## config.mk

```make
export PLATFORM = sky130hd
export DESIGN_NAME = elevator_request_scheduler
export DESIGN_NICKNAME = d
export VERILOG_FILES = /design/src/rtl/elevator_request_scheduler_pkg.sv /design/src/rtl/elevator_request_scheduler_floor_picker.sv /design/src/rtl/elevator_request_scheduler.sv
export SDC_FILE = /design/constraint.sdc
export NUM_CORES = 1
export LEC_CHECK = 0
export ABC_AREA = 1
export BUFFER_PORTS_ARGS = -buffer_cell sky130_fd_sc_hd__buf_2
export CAP_MARGIN = 20
export CORE_UTILIZATION = 34
export CTS_BUF_LIST = sky130_fd_sc_hd__clkbuf_4
export DETAILED_ROUTE_END_ITERATION = 8
export PLACE_DENSITY = 0.52
export SLEW_MARGIN = 40
export SYNTH_ARGS = -nofsm -noshare
export SYNTH_HDL_FRONTEND = slang
export SYNTH_SLANG_ARGS = --single-unit
```

## constraint.sdc

```tcl
create_clock -name clk -period 5.7 [get_ports clk]
set_clock_uncertainty 0.15 [all_clocks]
set_input_delay 1.14 -clock clk [delete_from_list [all_inputs] [get_ports clk]]
set_output_delay 1.14 -clock clk [all_outputs]
set_load 0.01 [all_outputs]
```

## src/rtl/elevator_request_scheduler_pkg.sv

```systemverilog
// Shared constants, FSM encoding and one-hot helpers for the elevator request scheduler.
package elevator_pkg;

  localparam int unsigned FLOORS = 8;
  localparam int unsigned IDX_W  = $clog2(FLOORS);
  localparam logic [FLOORS-1:0] FLOOR_ONE = {{(FLOORS-1){1'b0}}, 1'b1};

  typedef enum logic [1:0] {
    IDLE      = 2'd0,
    WAIT_DONE = 2'd1,
    DWELL     = 2'd2
  } state_e;

  function automatic logic [IDX_W-1:0] onehot_to_idx(input logic [FLOORS-1:0] oh);
    logic [IDX_W-1:0] idx;
    idx = '0;
    for (int i = 0; i < FLOORS; i++) begin
      if (oh[i]) begin
        idx = idx | IDX_W'(i);
      end else begin
        idx = idx;
      end
    end
    return idx;
  endfunction

  function automatic logic onehot_valid(input logic [FLOORS-1:0] v);
    return (v != '0) && ((v & (v - FLOOR_ONE)) == '0);
  endfunction

endpackage

```

## src/rtl/elevator_request_scheduler_floor_picker.sv

```systemverilog
// Combinational SCAN target selection: nearest pending floor in the sweep direction,
// reversing the sweep when nothing lies ahead.
module elevator_floor_picker
  import elevator_pkg::*;
(
  input  logic [FLOORS-1:0] pending,
  input  logic [IDX_W-1:0]  cur_idx,
  input  logic              sweep_up,
  output logic [FLOORS-1:0] target,
  output logic              found,
  output logic              next_sweep_up
);

  logic [FLOORS-1:0] ge_mask_s;
  logic [FLOORS-1:0] le_mask_s;
  logic [FLOORS-1:0] ge_s;
  logic [FLOORS-1:0] lt_s;
  logic [FLOORS-1:0] le_s;
  logic [FLOORS-1:0] gt_s;
  logic [IDX_W-1:0]  pick_idx_s;

  function automatic logic [IDX_W-1:0] lowest_idx(input logic [FLOORS-1:0] m);
    logic [IDX_W-1:0] r;
    r = '0;
    for (int i = FLOORS - 1; i >= 0; i--) begin
      if (m[i]) begin
        r = IDX_W'(i);
      end else begin
        r = r;
      end
    end
    return r;
  endfunction

  function automatic logic [IDX_W-1:0] highest_idx(input logic [FLOORS-1:0] m);
    logic [IDX_W-1:0] r;
    r = '0;
    for (int i = 0; i < FLOORS; i++) begin
      if (m[i]) begin
        r = IDX_W'(i);
      end else begin
        r = r;
      end
    end
    return r;
  endfunction

  // Bit c sits in both the ">= c" and "<= c" halves so the current floor is always eligible.
  assign ge_mask_s = {FLOORS{1'b1}} << cur_idx;
  assign le_mask_s = ~(ge_mask_s << 1'd1);
  assign ge_s      = pending & ge_mask_s;
  assign lt_s      = pending & ~ge_mask_s;
  assign le_s      = pending & le_mask_s;
  assign gt_s      = pending & ~le_mask_s;

  // Pick the next target and the sweep direction that goes with it.
  always_comb begin
    found         = 1'b0;
    next_sweep_up = sweep_up;
    pick_idx_s    = '0;
    if (sweep_up) begin
      if (ge_s != '0) begin
        found         = 1'b1;
        pick_idx_s    = lowest_idx(ge_s);
        next_sweep_up = 1'b1;
      end else if (lt_s != '0) begin
        found         = 1'b1;
        pick_idx_s    = highest_idx(lt_s);
        next_sweep_up = 1'b0;
      end else begin
        found         = 1'b0;
        next_sweep_up = sweep_up;
      end
    end else begin
      if (le_s != '0) begin
        found         = 1'b1;
        pick_idx_s    = highest_idx(le_s);
        next_sweep_up = 1'b0;
      end else if (gt_s != '0) begin
        found         = 1'b1;
        pick_idx_s    = lowest_idx(gt_s);
        next_sweep_up = 1'b1;
      end else begin
        found         = 1'b0;
        next_sweep_up = sweep_up;
      end
    end
    if (found) begin
      target = FLOOR_ONE << pick_idx_s;
    end else begin
      target = '0;
    end
  end

endmodule

```

## src/rtl/elevator_request_scheduler.sv

```systemverilog
// Latches floor calls, issues SCAN-ordered one-hot targets to the car controller,
// holds each until complete, dwells for door time and flags a stalled controller.
module elevator_request_scheduler
  import elevator_pkg::*;
#(
  parameter int unsigned DWELL_CYCLES   = 4,
  parameter int unsigned TIMEOUT_CYCLES = 64
) (
  input  logic              clk,
  input  logic              reset,
  input  logic [FLOORS-1:0] call_buttons,
  input  logic [FLOORS-1:0] current_floor,
  input  logic              complete,
  output logic [FLOORS-1:0] request_floor,
  output logic              request_valid,
  output logic [FLOORS-1:0] pending,
  output logic              sweep_up,
  output logic              stall_alert
);

  localparam int unsigned TO_W = $clog2(TIMEOUT_CYCLES);
  localparam int unsigned DW_W = $clog2(DWELL_CYCLES + 1);
  localparam logic [TO_W-1:0] TO_MAX = TO_W'(TIMEOUT_CYCLES - 1);
  localparam logic [DW_W-1:0] DW_MAX = DW_W'(DWELL_CYCLES - 1);

  state_e            state_q, state_d;
  logic [FLOORS-1:0] pending_q, pending_d;
  logic [FLOORS-1:0] request_floor_q, request_floor_d;
  logic              request_valid_q, request_valid_d;
  logic              sweep_up_q, sweep_up_d;
  logic              stall_alert_q, stall_alert_d;
  logic [TO_W-1:0]   tmo_cnt_q, tmo_cnt_d;
  logic [DW_W-1:0]   dwell_cnt_q, dwell_cnt_d;

  logic              cur_valid_s;
  logic [IDX_W-1:0]  cur_idx_s;
  logic [FLOORS-1:0] pick_target_s;
  logic              pick_found_s;
  logic              pick_next_up_s;
  logic [FLOORS-1:0] clear_mask_s;

  assign cur_valid_s = onehot_valid(current_floor);
  assign cur_idx_s   = onehot_to_idx(current_floor);

  elevator_floor_picker u_picker (
    .pending       (pending_q),
    .cur_idx       (cur_idx_s),
    .sweep_up      (sweep_up_q),
    .target        (pick_target_s),
    .found         (pick_found_s),
    .next_sweep_up (pick_next_up_s)
  );

  // Next-state and next-output logic for the issue / wait / dwell cycle.
  always_comb begin
    state_d         = state_q;
    request_floor_d = request_floor_q;
    request_valid_d = request_valid_q;
    sweep_up_d      = sweep_up_q;
    stall_alert_d   = stall_alert_q;
    tmo_cnt_d       = tmo_cnt_q;
    dwell_cnt_d     = dwell_cnt_q;
    clear_mask_s    = '0;
    case (state_q)
      IDLE: begin
        // found already implies pending is non-zero
        if (cur_valid_s && pick_found_s) begin
          request_floor_d = pick_target_s;
          request_valid_d = 1'b1;
          sweep_up_d      = pick_next_up_s;
          tmo_cnt_d       = '0;
          state_d         = WAIT_DONE;
        end else begin
          state_d = IDLE;
        end
      end
      WAIT_DONE: begin
        if (complete) begin
          clear_mask_s    = request_floor_q;
          request_floor_d = '0;
          request_valid_d = 1'b0;
          stall_alert_d   = 1'b0;
          tmo_cnt_d       = '0;
          dwell_cnt_d     = '0;
          state_d         = DWELL;
        end else begin
          if (tmo_cnt_q != TO_MAX) begin
            tmo_cnt_d = tmo_cnt_q + TO_W'(1);
          end else begin
            tmo_cnt_d = tmo_cnt_q;
          end
          if (tmo_cnt_d == TO_MAX) begin
            stall_alert_d = 1'b1;
          end else begin
            stall_alert_d = stall_alert_q;
          end
        end
      end
      DWELL: begin
        if (dwell_cnt_q == DW_MAX) begin
          dwell_cnt_d = '0;
          state_d     = IDLE;
        end else begin
          dwell_cnt_d = dwell_cnt_q + DW_W'(1);
        end
      end
      default: begin
        request_floor_d = '0;
        request_valid_d = 1'b0;
        stall_alert_d   = 1'b0;
        tmo_cnt_d       = '0;
        dwell_cnt_d     = '0;
        state_d         = IDLE;
      end
    endcase
    // A press on the floor being cleared this cycle is absorbed by the clear.
    pending_d = (pending_q | call_buttons) & ~clear_mask_s;
  end

  // State and output registers with synchronous reset.
  always_ff @(posedge clk) begin
    if (reset) begin
      state_q         <= IDLE;
      pending_q       <= '0;
      request_floor_q <= '0;
      request_valid_q <= 1'b0;
      sweep_up_q      <= 1'b1;
      stall_alert_q   <= 1'b0;
      tmo_cnt_q       <= '0;
      dwell_cnt_q     <= '0;
    end else begin
      state_q         <= state_d;
      pending_q       <= pending_d;
      request_floor_q <= request_floor_d;
      request_valid_q <= request_valid_d;
      sweep_up_q      <= sweep_up_d;
      stall_alert_q   <= stall_alert_d;
      tmo_cnt_q       <= tmo_cnt_d;
      dwell_cnt_q     <= dwell_cnt_d;
    end
  end

  assign request_floor = request_floor_q;
  assign request_valid = request_valid_q;
  assign pending       = pending_q;
  assign sweep_up      = sweep_up_q;
  assign stall_alert   = stall_alert_q;

endmodule
```

==> results.md, run 1 <==
* Ys Warns at 0
* Synth area leader: dfxtp_1
* Minimum clock period at 2.74 ns
* Post-synthesis sequential area ratio at 0.283
* Iter 0 DRT Violations at 89
* Largest net degree at the start of global routing at 19
* Rows at 28
* I/O Pins at 38
* CTS root buf: clkbuf_4
* Core area at 0.00599 mm^2
* R2R cell count at 9
* Design area at 0.00245 mm^2
* Worst-margin pin slew at between 0.5 and 0.6 ns
* Most frequent cell after synthesis: nand2_1
* Final Cycle Share at 0.481
* Syn Inst Count at 343
* CTS tree: done
* Synthesized area at 0.00213 mm^2
* Final Max Tran Viols at 0
* PortBufs at 37
* Remaining Overflow, GRT at 0
* H-tree Lvls at 2
* Placed Cells at between 400 and 500
* Synth top area cells: dfxtp_1, nand2_1, a21oi_1, nor2_1, inv_1
* Setup slack after layout at 2.96 ns
* Total iterations of the first detailed-routing run at 4
* Largest vdd supply drop at 0.125 mV
* Die width at 81.1 um
* WP data arrival at 2.84 ns
* Final Power at approximately 440 uW
* Final setup viols at 0
* Worst Hold Depth at 2
* Die Area at approximately 0.0066 mm^2
* Synthesis-to-layout area growth at 15.3%
* Placed cell areas at 0.00240 mm^2
* Clock buffer count from CTS at 5
* Initial antenna violation count at 0
* Nets at 406
* CP required at 5.80 ns
* Hpwl dp at 4.43 mm
* Startpoint Class: input pin
* Hold Crit Class: flip-flop to flip-flop
* Vias/cell at 4.77
* Worst slack at placement at around 2.6 ns
* Mapped Nets at 364
* Worst-path maximum fanout at 5
* Synth unique cells at 35
* GRT Total Usage at 0.183
* Starting density of the core at 0.355
* CTS hold repair buffers at 0
* Final-report hold violation count at 0
* Post-synth top cells: nand2_1, nor2_1, inv_1
* Setup TNS at 0 ns
* Peak Freq at 365 MHz
* Critical path class: input pin to flip-flop
* Crit. End Element: flip-flop
* WL/cell at 11.8 um
* Pleak at 0.00122 uW
* DRT Wirelength at ~5.4 mm
* Async S/R FF share, synth at 0
* Post-Syn Area per Cell at 6.20 um^2
* Vias at 2200
* Synth Flop Type: dfxtp_1
* Vias in the first global route at 2024
* Clock transition at the registers of the reported paths at 0.09 ns
* Post-synth EDFFs at 0
* Die height at around 80 um
* CTS Buffer Depth at 2
* MaxCap Viol Count at 0
* Post-CTS sizing at 0
* First-pass GRT wire length at 9.28 mm
* Worst-Skew Late Latency at around 0.32 ns
* # clock sinks at 30
* Post-route ant nets at 0
* Post-CTS setup buffer count at 0
* RSZ-0062 raised after global routing: no
* Slew HR at 0.619
* Share of the synthesized area in the top cell type at 0.283
* Synthesized flop and latch total at 30
* DRC Markers at 0
* Routability-driven placement congestion ratio at 0.874
* Share of cells above drive strength 1 at 0.231
* Status: complete, no violations
* Ant diodes at 0
* Non-filler cells, final at roughly 460
* Power Dens Cells at 178 mW/mm^2
[registers in the layout, indices dropped and copies added, names as in the netlist]
register / flops
dwell_cnt_q: 3
pending: 8
request_floor: 8
request_valid: 1
stall_alert: 1
state_q: 2
sweep_up: 1
tmo_cnt_q: 6
[logic make-up after synthesis]
kind of cell / synth area share
compound gates: 0.153
flops: 0.283
buf+inv: 0.0777
fa+ha+maj: 0.0118
simple gates: 0.467
xor+xnor: 0.00824
[power breakdown]
part	leakage [uW]	internal [uW]	switching, uW
sequential	0.000244	214	8.98
combinational	0.000941	32.4	60.6
clock	0.0000331	51.0	69.9
[cell usage in the layout, fill, tap and decap left out, types with 6 or more instances in the layout]
cell type  synthesis  final
nand2_1          104    104
buf_2              0     37
nor2_1            36     36
inv_1             35     35
a21oi_1           31     31
dfxtp_1           30     30
nand3_1           19     19
nand2_2           17     17
o21ai_0           14     14
nor2_2            10     10
nand4_1            7      7
nand2_4            6      6
clkbuf_4           0      6
[critical path: stages]
cell,delay (ns)
buf_2,0.13
nor2_2,0.21
nand2_2,0.14
nand2_2,0.13
nand3_2,0.10
nand2_2,0.10
inv_2,0.03
nand2_1,0.07
nor2_2,0.05
nand2_2,0.08
nand2_4,0.07
a21oi_1,0.21
nand3_1,0.19
o21ai_1,0.18
[metal layers]
metal | part of all wire | global-route usage | routed length [um] | vias to the layer above
li1 | - | - | - | 1195
met1 | 0.51 | 0.244 | 2790 | 959
met2 | 0.45 | 0.304 | 2420 | 42
met3 | 0.034 | 0.0393 | 185 | 4
met4 | 0.0064 | 0.0339 | 35 | 0
met5 | 0 | 0 | 0 | -
[through the flow]
| stage | utilization | hold WS [ns] |
|---|---|---|
| floorplan | - | 0.272 |
| global placement | 0.400 | 0.282 |
| detailed placement | 0.400 | 0.289 |
| CTS | 0.409 | 0.301 |
| global route | 0.409 | 0.325 |
| finish | 0.409 | 0.305 |
[layout make-up]
type,count,area (um^2)
tap,75,93.8
inverter,40,158
timing repair buffer,37,185
clock buffer,6,45.0
fill,678,3540
clock inverter,2,8.76
multi-input combinational,271,1360
sequential,30,601
[worst paths after layout]
check                                   endpoint             start  slack [ns]
worst max-delay path            request_floor[0]  current_floor[3]        2.96
worst min-delay path              dwell_cnt_q[2]    dwell_cnt_q[2]        0.30
worst max register to register       stall_alert      tmo_cnt_q[0]        3.56
worst min register to register    dwell_cnt_q[2]    dwell_cnt_q[2]        0.30
Power figures use the tool's default switching activity.
==> run 2: changes to the inputs <==
--- a/config.mk
+++ b/config.mk
@@ -5,7 +5,7 @@
 export SDC_FILE = /design/constraint.sdc
 export NUM_CORES = 1
 export LEC_CHECK = 0
-export ABC_AREA = 1
+export ABC_AREA = 0
 export BUFFER_PORTS_ARGS = -buffer_cell sky130_fd_sc_hd__buf_2
 export CAP_MARGIN = 20
 export CORE_UTILIZATION = 34
==> constraint.sdc (replaced) <==
create_clock -name clk -period 2.8 [get_ports clk]
set_clock_uncertainty 0.15 [all_clocks]
set_input_delay 0.56 -clock clk [delete_from_list [all_inputs] [get_ports clk]]
set_output_delay 0.56 -clock clk [all_outputs]
set_load 0.01 [all_outputs]
==> results.md, run 2 <==
* Startpoint Class: input pin (unchanged)
* Synth Area in Simple Gates at 0.218 (was 0.467)
* Share of the synthesized area in the top cell type at 0.269 (was 0.283)
* Worst hold path startpoint: dwell_cnt_q[2] (unchanged)
* WP data arrival at 2.75 ns (was 2.84 ns)
* Core area at 0.00635 mm^2 (was 0.00599 mm^2)
* Most frequent cell after synthesis: nor2_1 (was nand2_1)
* Remaining Overflow, GRT at 0 (unchanged)
* Die Area at 0.00690 mm^2 (was 0.00657 mm^2)
* GRT Max-Usage Layer: met2 (unchanged)
* Final setup viols at 0 (unchanged)
* MaxCap Viol Count at 0 (unchanged)
* Compound-Gate Fraction of Synth Area at 0.403 (was 0.153)
* Die width at 83.1 um (was 81.1 um)
* Worst r2r src: pending[4] (was tmo_cnt_q[0])
* Placed cell areas at 0.00288 mm^2 (was 0.00240 mm^2)
* Share of cells above drive strength 1 at 0.337 (was 0.231)
* Slowest stage delay, CP at 0.37 ns (was 0.21 ns)
* Design area at 0.00300 mm^2 (was 0.00245 mm^2)
* Hpwl dp at 5.58 mm (was 4.43 mm)
* Ant diodes at 0 (unchanged)
* Worst slack at placement at -0.289 ns (was 2.62 ns)
* Worst-Skew Late Latency at 0.33 ns (was 0.32 ns)
* CTS Buffer Depth at 2 (unchanged)
* Final Cycle Share at 0.955
* # clock sinks at 30 (unchanged)
* Peak Freq at roughly 370 MHz
* Async S/R FF share, synth at 0 (unchanged)
* Post-synth EDFFs at 0 (unchanged)
* Syn Inst Count at 285 (was 343)
* Synthesized area at 0.00223 mm^2 (was 0.00213 mm^2)
* Cell Chain, Critical Path: buf_2 -> buf_4 -> nor4_4 -> buf_4 -> a2bb2oi_1 -> o211a_1 -> a31oi_4 -> buf_12 -> or2_1 -> a221oi_1 (was buf_2 -> nor2_2 -> nand2_2 -> nand2_2 -> nand3_2 -> nand2_2 -> inv_2 -> nand2_1 -> nor2_2 -> nand2_2 -> nand2_4 -> a21oi_1 -> nand3_1 -> o21ai_1)
* GRT Total Usage at 0.205 (was 0.183)
* Power Dens Cells at 360 mW/mm^2 (was 178 mW/mm^2)
* Clock buffer count from CTS at 5 (unchanged)
* CP required at 2.88 ns (was 5.80 ns)
* Worst-path maximum fanout at 8 (was 5)
* Crit-path most repeated cell: buf_4 (was nand2_2)
* Clock transition at the registers of the reported paths at 0.10 ns (was 0.09 ns)
* PortBufs at 37 (unchanged)
* Post-CTS setup buffer count at 0 (unchanged)
* Vias at 2550 (was 2200)
* Met1 Use GR at 0.279 (was 0.244)
* Synth Area in Adders at 0.0112 (was 0.0118)
* Final Max Tran Viols at 0 (unchanged)
* Routability-driven placement congestion ratio at 0.923 (was 0.874)
* Initial antenna violation count at 0 (unchanged)
* DRT Wirelength at 7.05 mm (was 5.43 mm)
* Status: complete, no violations (unchanged)
* Post-synthesis mux area share at 0.00896 (was 0)
* Largest family of logic cells by synthesized area: compound AO/OA/AOI/OAI gates (was simple AND/OR/NAND/NOR gates)
* Grt met3 use at 0.0318 (was 0.0393)
* Critical path buffers and inverters at 4 (was 2)
* RSZ-0062 raised after global routing: yes (was no)
* DRC Markers at 0 (unchanged)
* First-pass GRT wire length at 11.6 mm (was 9.28 mm)
* Rows at 29 (was 28)
* Iter 0 DRT Violations at 126 (was 89)
* CTS tree: done (unchanged)
* Post-CTS sizing at 0 (unchanged)
* Slowest CP cell: nor4_4 (was nor2_2)
* Met2 Track Usage GR at 0.323 (was 0.304)
* Minimum clock period at 2.67 ns
* CTS hold repair buffers at 0 (unchanged)
* Post-route ant nets at 0 (unchanged)
* Hold WS at 0.300 ns (was 0.305 ns)
* Synth top area cells: dfxtp_1, nor2_1, o21ai_0, a21oi_1, a211oi_1 (was dfxtp_1, nand2_1, a21oi_1, nor2_1, inv_1)
* CTS root buf: clkbuf_4 (unchanged)
* Crit. End Element: flip-flop (unchanged)
* Critical path class: input pin to flip-flop (unchanged)
* Worst-margin pin slew at 0.484 ns (was 0.571 ns)
* Post-synthesis sequential area ratio at 0.269 (was 0.283)
* Xor and xnor fraction of the mapped netlist area at 0.0157 (was 0.00824)
* Synthesized flop and latch total at 30 (unchanged)
* Crit path max-delay family: compound AO/OA/AOI/OAI gates (was simple AND/OR/NAND/NOR gates)
* Post-synth top cells: nor2_1, dfxtp_1, o21ai_0 (was nand2_1, nor2_1, inv_1)
* Most frequent cells in the layout: buf_4, buf_2, nor2_1, dfxtp_1, o21ai_0 (was nand2_1, buf_2, nor2_1, inv_1, a21oi_1)
* Synth Flop Type: dfxtp_1 (unchanged)
* Starting density of the core at 0.352 (was 0.355)
* Slew HR at 0.677 (was 0.619)
* Hold Crit Class: flip-flop to flip-flop (unchanged)
* Synthesis-to-layout area growth at 34.3% (was 15.3%)
* CP Launch Point: current_floor[6] (was current_floor[3])
* Nets at 388 (was 406)
* Die height at 83.1 um (was 81.1 um)
* Vias/cell at 5.73 (was 4.77)
* Mapped Nets at 306 (was 364)
* Largest vdd supply drop at 0.276 mV (was 0.125 mV)
* Synth unique cells at 70 (was 35)
* Largest net degree at the start of global routing at 22 (was 19)
* Total iterations of the first detailed-routing run at 4 (unchanged)
* WL/cell at 15.8 um (was 11.8 um)
* Vias in the first global route at 2402 (was 2024)
* Setup slack after layout at 0.126 ns (was 2.96 ns)
* Final-report hold violation count at 0 (unchanged)
* I/O Pins at 38 (unchanged)
* Commonest non-fill, non-tap cell in the layout: buf_4 (was nand2_1)
* Ys Warns at 0 (unchanged)
* Synth area leader: dfxtp_1 (unchanged)
* Pleak at 0.00119 uW (was 0.00122 uW)
* Post-Syn Area per Cell at 7.84 um^2 (was 6.20 um^2)
* H-tree Lvls at 2 (unchanged)
## run 2: kinds of logic (layout without fill, tap and decap cells)
| group | after synthesis | after routing |
|---|---|---|
| muxes | 2 | 2 |
| AOI/OAI and AO/OA | 118 | 118 |
| and+or+nand+nor | 91 | 91 |
| adders and majority gates | 2 | 2 |
| buffers and inverters | 38 | 121 |
| xor gates and xnor gates | 4 | 4 |
| DFF | 30 | 30 |
## run 2: layer usage
layer | share of wire | up-vias | wire length (um)
li1 | - | 1266 | -
met1 | 0.46 | 1210 | 3240
met2 | 0.47 | 66 | 3280
met3 | 0.064 | 8 | 449
met4 | 0.011 | 0 | 80
met5 | 0 | - | 0
## run 2: report_power, final
group          internal (uW)  switching [uW]  leakage [uW]
Combinational            121             144      0.000905
Sequential               438            23.5      0.000244
Clock                    198             156     0.0000419
Total                    756             324       0.00119
## run 2: stage by stage
stage	instances	utilization	TNS, ns	power [uW]
floorplan	285	-	0	611
global placement	437	0.453	-3.46	725
detailed placement	437	0.453	-3.80	725
CTS	445	0.466	0	1080
global route	445	0.473	-0.0425	1130
finish	445	0.473	0	1080
## run 2: final cells by class
type / instances / area [um^2]
Sequential cell: 30 / 601
Tap cell: 77 / 96.3
Inverter: 18 / 67.6
Multi-Input combinational cell: 217 / 1510
Clock inverter: 2 / 37.5
Clock buffer: 6 / 45.0
Fill cell: 627 / 3350
Timing Repair Buffer: 95 / 646
## run 2: worst register-to-register path, stage by stage, from the launching register on
cell and delay [ns]:
dfxtp_1 0.32, inv_1 0.18, a211oi_1 0.08, buf_4 0.15, buf_4 0.13, or3_1 0.36, buf_4 0.14, a2111o_1 0.29
o311ai_1 0.12, o21a_1 0.25, o22ai_1 0.10
## run 2: worst paths after layout
path	endpoint	cells past startpoint	slack [ns]
worst min-delay path	dwell_cnt_q[2]	2	0.30
worst max register to register	request_floor[4]	10	0.40
worst max-delay path	tmo_cnt_q[3]	10	0.13
worst min register to register	dwell_cnt_q[2]	2	0.30
